## src/rtl/poly_tone_pkg.sv

```systemverilog
// Shared constants, voice state type and the note half-period table for poly_tone.
package poly_tone_pkg;

  localparam int unsigned NUM_VOICES_DEF = 4;
  localparam int unsigned CNT_W_DEF      = 17;
  localparam int unsigned DUR_W_DEF      = 16;
  localparam int unsigned TICK_DIV_DEF   = 100000;

  localparam int unsigned NOTE_W  = 4;
  localparam int unsigned OCT_W   = 2;
  localparam int unsigned TABLE_W = 17;

  typedef enum logic {
    VS_IDLE = 1'b0,
    VS_PLAY = 1'b1
  } voice_state_e;

  // Half-period in clk cycles at octave 0; note 0 is 440 Hz at 100 MHz.
  function automatic logic [TABLE_W-1:0] note_table(input logic [NOTE_W-1:0] note);
    logic [TABLE_W-1:0] h;
    case (note)
      4'd0:    h = 17'd113635;
      4'd1:    h = 17'd107257;
      4'd2:    h = 17'd101237;
      4'd3:    h = 17'd95555;
      4'd4:    h = 17'd90192;
      4'd5:    h = 17'd85130;
      4'd6:    h = 17'd80352;
      4'd7:    h = 17'd75842;
      4'd8:    h = 17'd71585;
      4'd9:    h = 17'd67568;
      4'd10:   h = 17'd63775;
      4'd11:   h = 17'd60196;
      4'd12:   h = 17'd56817;
      4'd13:   h = 17'd53628;
      4'd14:   h = 17'd50618;
      default: h = 17'd47777;
    endcase
    return h;
  endfunction

endpackage

```

## src/rtl/poly_tone_voice.sv

```systemverilog
// One tone voice: IDLE/PLAY FSM, half-period counter driving a square wave,
// and a tick-driven duration counter.
module tone_voice
  import poly_tone_pkg::*;
#(
  parameter int unsigned CNT_W = CNT_W_DEF,
  parameter int unsigned DUR_W = DUR_W_DEF
) (
  input  logic             clk,
  input  logic             rst_n,
  input  logic             hush_i,
  input  logic             tick_i,
  input  logic             on_i,
  input  logic             off_i,
  input  logic [CNT_W-1:0] half_i,
  input  logic [DUR_W-1:0] dur_i,
  output logic             active_o,
  output logic             square_o
);

  voice_state_e     state_q, state_d;
  logic [CNT_W-1:0] half_q, half_d;
  logic [CNT_W-1:0] cnt_q, cnt_d;
  logic [DUR_W-1:0] rem_q, rem_d;
  logic             sq_q, sq_d;
  logic             expire;

  // Last tick of a timed note; remaining == 0 means sustain and never expires.
  assign expire = tick_i && (rem_q == DUR_W'(1));

  // State and datapath registers.
  always_ff @(posedge clk or negedge rst_n) begin
    if (!rst_n) begin
      state_q <= VS_IDLE;
      half_q  <= '0;
      cnt_q   <= '0;
      rem_q   <= '0;
      sq_q    <= 1'b0;
    end else begin
      // NOTE: non-blocking so every register here samples pre-edge values.
      state_q <= state_d;
      half_q  <= half_d;
      cnt_q   <= cnt_d;
      rem_q   <= rem_d;
      sq_q    <= sq_d;
    end
  end

  // Next state: hush beats note-on, note-on beats note-off and expiry.
  always_comb begin
    state_d = state_q;
    if (state_q == VS_IDLE) begin
      if (on_i) state_d = VS_PLAY;
    end else begin
      if (!on_i && (off_i || expire)) state_d = VS_IDLE;
    end
    if (hush_i) state_d = VS_IDLE;
  end

  // Datapath next values: clear on idle, load on note-on, otherwise run.
  always_comb begin
    // NOTE: hold defaults first so no path leaves a variable unassigned (no latches).
    half_d = half_q;
    cnt_d  = cnt_q;
    rem_d  = rem_q;
    sq_d   = sq_q;
    if (state_d == VS_IDLE) begin
      cnt_d = '0;
      rem_d = '0;
      sq_d  = 1'b0;
    end else if (on_i) begin
      half_d = half_i;
      cnt_d  = '0;
      rem_d  = dur_i;
      sq_d   = 1'b0;
    end else begin
      if (cnt_q == half_q - CNT_W'(1)) begin
        cnt_d = '0;
        sq_d  = ~sq_q;
      end else begin
        cnt_d = cnt_q + CNT_W'(1);
      end
      if (tick_i && (rem_q != '0)) rem_d = rem_q - DUR_W'(1);
    end
  end

  // Outputs come straight from state.
  always_comb begin
    active_o = (state_q == VS_PLAY);
    square_o = sq_q;
  end

endmodule

```

## src/rtl/poly_tone.sv

```systemverilog
// Polyphonic square-wave tone generator: command decode, shared duration
// prescaler, NUM_VOICES tone voices and a first-order delta-sigma mixer.
module poly_tone
  import poly_tone_pkg::*;
#(
  parameter int unsigned NUM_VOICES = NUM_VOICES_DEF,
  parameter int unsigned CNT_W      = CNT_W_DEF,
  parameter int unsigned DUR_W      = DUR_W_DEF,
  parameter int unsigned TICK_DIV   = TICK_DIV_DEF,
  parameter int unsigned VID_W      = (NUM_VOICES > 1) ? $clog2(NUM_VOICES) : 1
) (
  input  logic                  clk,
  input  logic                  rst_n,
  input  logic                  hush,
  input  logic                  cmd_valid,
  output logic                  cmd_ready,
  input  logic [VID_W-1:0]      cmd_voice,
  input  logic                  cmd_off,
  input  logic [NOTE_W-1:0]     cmd_note,
  input  logic [OCT_W-1:0]      cmd_oct,
  input  logic [DUR_W-1:0]      cmd_dur,
  output logic [NUM_VOICES-1:0] voice_active,
  output logic [NUM_VOICES-1:0] square_out,
  output logic                  speaker
);

  localparam int unsigned PRE_W = (TICK_DIV > 1) ? $clog2(TICK_DIV) : 1;
  localparam int unsigned ACC_W = $clog2(NUM_VOICES) + 1;
  localparam int unsigned SUM_W = ACC_W + 1;
  localparam int unsigned LVL_W = $clog2(NUM_VOICES + 1);

  logic                  ready_q, ready_d;
  logic [PRE_W-1:0]      presc_q, presc_d;
  logic [ACC_W-1:0]      acc_q, acc_d;
  logic                  spk_q, spk_d;
  logic                  tick;
  logic                  accept;
  logic [NUM_VOICES-1:0] on_strobe, off_strobe;
  logic [CNT_W-1:0]      cmd_half;
  logic [LVL_W-1:0]      level;
  logic [SUM_W-1:0]      sum;

  // Ready goes high on the first edge after reset release; hush gates it.
  assign ready_d   = 1'b1;
  assign cmd_ready = ready_q & ~hush;
  assign accept    = cmd_valid & cmd_ready;
  assign speaker   = spk_q;

  // Octave shift halves the half-period per step.
  assign cmd_half = CNT_W'(note_table(cmd_note) >> cmd_oct);

  // Route the accepted command to its voice; indices past the last voice fall through.
  always_comb begin
    on_strobe  = '0;
    off_strobe = '0;
    for (int i = 0; i < int'(NUM_VOICES); i++) begin
      if (accept && (int'(cmd_voice) == i)) begin
        on_strobe[i]  = ~cmd_off;
        off_strobe[i] = cmd_off;
      end
    end
  end

  // Free-running duration prescaler; tick marks the wrap cycle.
  assign tick = (presc_q == PRE_W'(TICK_DIV - 1));
  always_comb begin
    presc_d = tick ? '0 : presc_q + PRE_W'(1);
  end

  for (genvar g = 0; g < int'(NUM_VOICES); g++) begin : g_voice
    tone_voice #(
      .CNT_W (CNT_W),
      .DUR_W (DUR_W)
    ) u_voice (
      .clk      (clk),
      .rst_n    (rst_n),
      .hush_i   (hush),
      .tick_i   (tick),
      .on_i     (on_strobe[g]),
      .off_i    (off_strobe[g]),
      .half_i   (cmd_half),
      .dur_i    (cmd_dur),
      .active_o (voice_active[g]),
      .square_o (square_out[g])
    );
  end

  // Number of voices whose square is currently high.
  always_comb begin
    level = '0;
    for (int i = 0; i < int'(NUM_VOICES); i++) begin
      level = level + LVL_W'(square_out[i]);
    end
  end

  // Delta-sigma: emit a 1 each time the accumulated level crosses NUM_VOICES.
  always_comb begin
    sum   = SUM_W'(acc_q) + SUM_W'(level);
    acc_d = ACC_W'(sum);
    spk_d = 1'b0;
    if (hush) begin
      acc_d = '0;
    end else if (sum >= SUM_W'(NUM_VOICES)) begin
      spk_d = 1'b1;
      acc_d = ACC_W'(sum - SUM_W'(NUM_VOICES));
    end
  end

  // Top-level registers: ready flag, prescaler and mixer.
  always_ff @(posedge clk or negedge rst_n) begin
    if (!rst_n) begin
      ready_q <= 1'b0;
      presc_q <= '0;
      acc_q   <= '0;
      spk_q   <= 1'b0;
    end else begin
      ready_q <= ready_d;
      presc_q <= presc_d;
      acc_q   <= acc_d;
      spk_q   <= spk_d;
    end
  end

endmodule

```

## config.mk

```make
export PLATFORM = sky130hd
export DESIGN_NAME = poly_tone
export DESIGN_NICKNAME = d
export VERILOG_FILES = /design/src/rtl/poly_tone_pkg.sv /design/src/rtl/poly_tone_voice.sv /design/src/rtl/poly_tone.sv
export SDC_FILE = /design/constraint.sdc
export NUM_CORES = 1
export LEC_CHECK = 0
export CAP_MARGIN = 20
export CELL_PAD_IN_SITES_DETAIL_PLACEMENT = 1
export CELL_PAD_IN_SITES_GLOBAL_PLACEMENT = 2
export CORE_AREA = 5 5 188 190
export CTS_BUF_LIST = sky130_fd_sc_hd__clkbuf_4
export CTS_CLUSTER_DIAMETER = 100
export CTS_CLUSTER_SIZE = 8
export DETAILED_ROUTE_END_ITERATION = 8
export DIE_AREA = 0 0 193 195
export PLACE_DENSITY_LB_ADDON = 0.2
export SYNTH_ARGS = -nofsm -noshare
export SYNTH_HDL_FRONTEND = slang
export SYNTH_SLANG_ARGS = --single-unit
```

## constraint.sdc

```tcl
create_clock -name clk -period 6.5 [get_ports clk]
set_clock_uncertainty 0.1 [all_clocks]
set_input_delay 0.65 -clock clk [delete_from_list [all_inputs] [get_ports clk]]
set_output_delay 0.65 -clock clk [all_outputs]
set_load 0.02 [all_outputs]
```

==> impl_results.md <==
- Status: finished, final reports clean
- DRT iter0 DRCs: 542
- Startpoint types: register
- CP Capture Type: register
- Static Leakage: 6.49 nW
- Commonest non-fill, non-tap cell in the layout: dfrtp_1
- Clock Pin Slew Worst Setup and Hold Paths: 0.09 ns
- Slew Limit Headroom: 0.288
- Syn nets: 1,719
- Root Driver: clkbuf_4
- Routed WL: 43.9 mm
- Worst-skew pair later-pin latency: 0.66 ns
- Number of synthesized register bits: 230
- CP dominant cell by count: or4_4
- PortBufs: 38
- Largest net degree at the start of global routing: 167
- Compound-Gate Fraction of Synth Area: 0.165
- Crit path required time: 6.89 ns
- Setup TNS: 0 ns
- Minimum clock period after layout: 3.50 ns
- Post-synthesis instance area: 14,500 um^2
- Hold buffers post-CTS: 1
- DRC viols: 0
- GR Overflow Total: 0
- Vias in the first global route: 13,100
- Die Span Y: 195 um
- Starting density of the core: 0.435
- Crit-path cells: or4_4 > nor4b_4 > a21oi_1 > or4_1 > or4_4 > nor2_4 > nor3_1
- Share of layout cells above drive strength 1: 0.0704
- Final Max Slew Viols: 0
- Hold Worst Slack: 0.396 ns
- Ys async rst share: 1.00
- Antenna viol nets, final: 0
- Final net count: 1,719
- Ranking of synthesized cells by area: dfrtp_1 40%, xor2_1 5.0%, nor2_1 4.4%
- Number of I/O pins: 39
- Buffers plus inverters on the worst setup path: 0
- CP Max Fanout: 17
- Power per cell area: 217 nW/um^2
- Fin crit share: 0.539
- Worst path top cell family by delay: simple AND/OR/NAND/NOR gates
- Max-cap violation count: 0
- Main combinational cell family by area after synthesis: simple AND/OR/NAND/NOR gates
- Drt pass-1 iters: 5
- DR WL/cell: 20.8 um
- Yosys Warn Count: 0
- Post-CTS sizing: 0
- Synth unique cells: 81
- RSZ-0062 raised after global routing: no
- Slowest cell on the critical path: or4_4
- Post-detail-place hpwl: 31.5 mm
- Synth-to-layout area growth: 7.42%
- Die extent in x: 193 um
- Sequential share of the synthesized area: 0.398
- Final setup margin: 3.00 ns
- Filler cells: 3,958
- Initial antenna violation count: 4
- Synth area leader: dfrtp_1
- Sink Count: 230
- Main flop type after synthesis: dfrtp_1
- Synth Instances: 1,661
- Fin. Hold Viols: 0
- Top-area cell type share of the netlist area: 0.398
- Vias: 12,600
- Syn Area/Cell: 8.71 um^2
- Longest Clk Path Bufs: 3
- Postcts setup bufs: 0
- Rows: 67
- H-tree levels: 2
- Place WS: 2.64 ns
- TritonCTS clock tree: built
- Most frequent cells in the layout: 230 x dfrtp_1, 168 x nor2_1, 163 x nand2_1
- First-pass GRT wire length: 71.5 mm
- Actual slew at the worst max-slew pin: 1.06 ns
- XOR/XNOR share of the synthesized area: 0.0938
- # setup viols final: 0
- Total track usage: 0.233
- Core area: 33,300 um^2
- Vias per std cell: 5.95
- Full die area: 37,600 um^2
- Mux contribution to synthesized area: 0.0432
- Worst min path class: reg2reg
- Post-synth EDFFs: 0
- F_max: 0.285 GHz
- Synth Area in Simple Gates: 0.233
- Crit path kind: reg2reg
- TritonCTS buffer count: 34
- CP max stage delay: 0.62 ns
- Gpl congestion: 0.874
- Crit path DAT: 3.89 ns
- Adder-cell share of the synthesized area: 0.0266
- Peak supply drop: 0.0880 mV
==> per-layer routing <==
layer / vias up / routed length (um) / track usage / part of all wire
li1: 5954 / - / - / -
met4: 0 / 1180 / 0.0653 / 0.027
met2: 189 / 21300 / 0.391 / 0.49
met1: 6366 / 19800 / 0.316 / 0.45
met3: 70 / 1560 / 0.0311 / 0.035
met5: - / 0 / 0 / 0
==> cell usage after synthesis (all sizes together), types with 26 or more instances <==
cell type  instances
xor2              83
nand3             54
ha                26
nand4             26
clkbuf            79
nor3              65
a21oi            102
mux2              32
nor4              36
dfrtp            230
inv               47
nand2            163
xnor2             72
nor2             170
o21ai            120
==> worst paths after layout <==
path	from	end	slack [ns]	cells after the start
setup / recovery	g_voice[1].u_voice.half_q[2]	g_voice[1].u_voice.cnt_q[16]	3.00	7
max in group asynchronous	rst_n	presc_q[9]	4.55	3
hold / removal	presc_q[4]	presc_q[4]	0.40	1
hold reg to reg	presc_q[4]	presc_q[4]	0.40	1
min in group asynchronous	rst_n	g_voice[2].u_voice.cnt_q[5]	0.42	2
setup reg to reg	g_voice[1].u_voice.half_q[2]	g_voice[1].u_voice.cnt_q[16]	3.00	7
==> power breakdown <==
group	total [mW]	switching [mW]	internal (mW)	leakage (nW)
Clock	0.797	0.535	0.262	0.172
Sequential	1.72	0.192	1.53	3.12
Combinational	0.857	0.490	0.367	3.20
Total	3.37	1.22	2.16	6.49
==> state kept, by name, summed over array words and instances, names as in the netlist <==
name and cells:
g_voice.u_voice.cnt_q 68, g_voice.u_voice.square_o 4, acc_q 3, g_voice.u_voice.active_o 4, speaker 1, presc_q 17
g_voice.u_voice.half_q 68, g_voice.u_voice.rem_q 64, ready_q 1
==> area by class of cell <==
type | instances | area, um^2 | area share
multi-input cells | 1289 | 8160 | 0.525
flip-flops and latches | 230 | 5760 | 0.370
repair buffers | 59 | 606 | 0.0390
well taps | 448 | 561 | 0.0361
clock buffers | 37 | 278 | 0.0179
inverters | 47 | 176 | 0.0113
diodes | 3 | 7.51 | 0.000483
clock inverters | 1 | 3.75 | 0.000241
==> cells by family (layout without fill, tap and decap cells) <==
logic type               after synthesis  after routing
AND/OR/NAND/NOR                      668            668
XOR/XNOR                             155            155
other                                  1              4
flip-flops                           230            230
AO/OA/AOI/OAI                        380            380
adder cells (fa/ha/maj)               29             29
buffers and inverters                142            144
multiplexers                          56             56
==> per-stage QoR <==
stage	cell area [um^2]	utilization	cells	power, mW
after floorplan	14500	-	1661	2.31
after global placement	15200	0.456	2069	2.57
after detailed placement	15200	0.456	2069	2.60
after CTS	15500	0.465	2108	3.41
after global routing	15500	0.467	2114	3.59
final	15500	0.467	2114	3.37
==> worst reg2reg max path: stages (launching register included) <==
cell     delay (ns)
dfrtp_1        0.53
or4_4          0.62
nor4b_4        0.40
a21oi_1        0.12
or4_1          0.55
or4_4          0.59
nor2_4         0.37
nor3_1         0.10
Power figures use the tool's default switching activity.
==> RTL edit: new RTL, same settings <==
The package constant `CNT_W_DEF` goes from 17 to 34.
--- a/src/rtl/poly_tone_pkg.sv
+++ b/src/rtl/poly_tone_pkg.sv
@@ -2,7 +2,7 @@
 package poly_tone_pkg;
 
   localparam int unsigned NUM_VOICES_DEF = 4;
-  localparam int unsigned CNT_W_DEF      = 17;
+  localparam int unsigned CNT_W_DEF      = 34;
   localparam int unsigned DUR_W_DEF      = 16;
   localparam int unsigned TICK_DIV_DEF   = 100000;
 
Behaviour: same outputs for any inputs over 4 cycles, from zero or initial values and one cycle with rst_n low; that may be too few to reach the edited logic, so the function may still have changed.
==> RTL edit against the original RTL <==
The flow now stops in global placement without I/O; synthesized cell count is 28% higher; synthesized area up 26%.
==> RTL edit: results (changes against the original RTL) <==
Error=[ERROR FLW-0024] Place density exceeds 1.0 (current PLACE_DENSITY_LB_ADDON =  0.2). Please check if the value of  PLACE_DENSITY_LB_ADDON is between 0 and 0.99.; flops & latches, synth=298 (was 230); commonest cells in the synthesized netlist=nor2_1, dfrtp_1, nand2_1, a21oi_1, xor2_1 (was dfrtp_1, nor2_1, nand2_1, o21ai_0, a21oi_1); count of cell types in the netlist=79 (was 81); Exit stage=global placement without I/O; post-synthesis instance area=0.0182 mm^2 (was 0.0145 mm^2); Mapped Avg Cell Area=8.60 um^2 (was 8.71 um^2); top cells by area, synth=dfrtp_1, xor2_1, nor2_1 (unchanged); run status=stopped before the end (was finished clean); sequential area share after synthesis=40.9% (was 39.8%); synth warn=0 (unchanged); Mapped Nets=2182 (was 1719); Synth async-reset ratio=100% (unchanged); Primary FF master, synth=dfrtp_1 (unchanged)
[RTL edit: cell types whose count changed after synthesis, moves of 43 or more]
cell     unedited run  this run
nor2_1            169       303
dfrtp_1           230       298
a21oi_1           102       156
nand2_1           163       213
o21ai_0           117        67
xor2_1             83       132
nand3_1            54        97
[RTL edit: kinds of logic after synthesis]
kind of cell / synth area share (%)
multiplexers: 3.38
adder cells (fa/ha/maj): 2.39
other: 0.0206
buffers and inverters: 3.75
XOR/XNOR: 10.9
AND/OR/NAND/NOR: 24.9
AO/OA/AOI/OAI: 13.9
flip-flops: 40.9
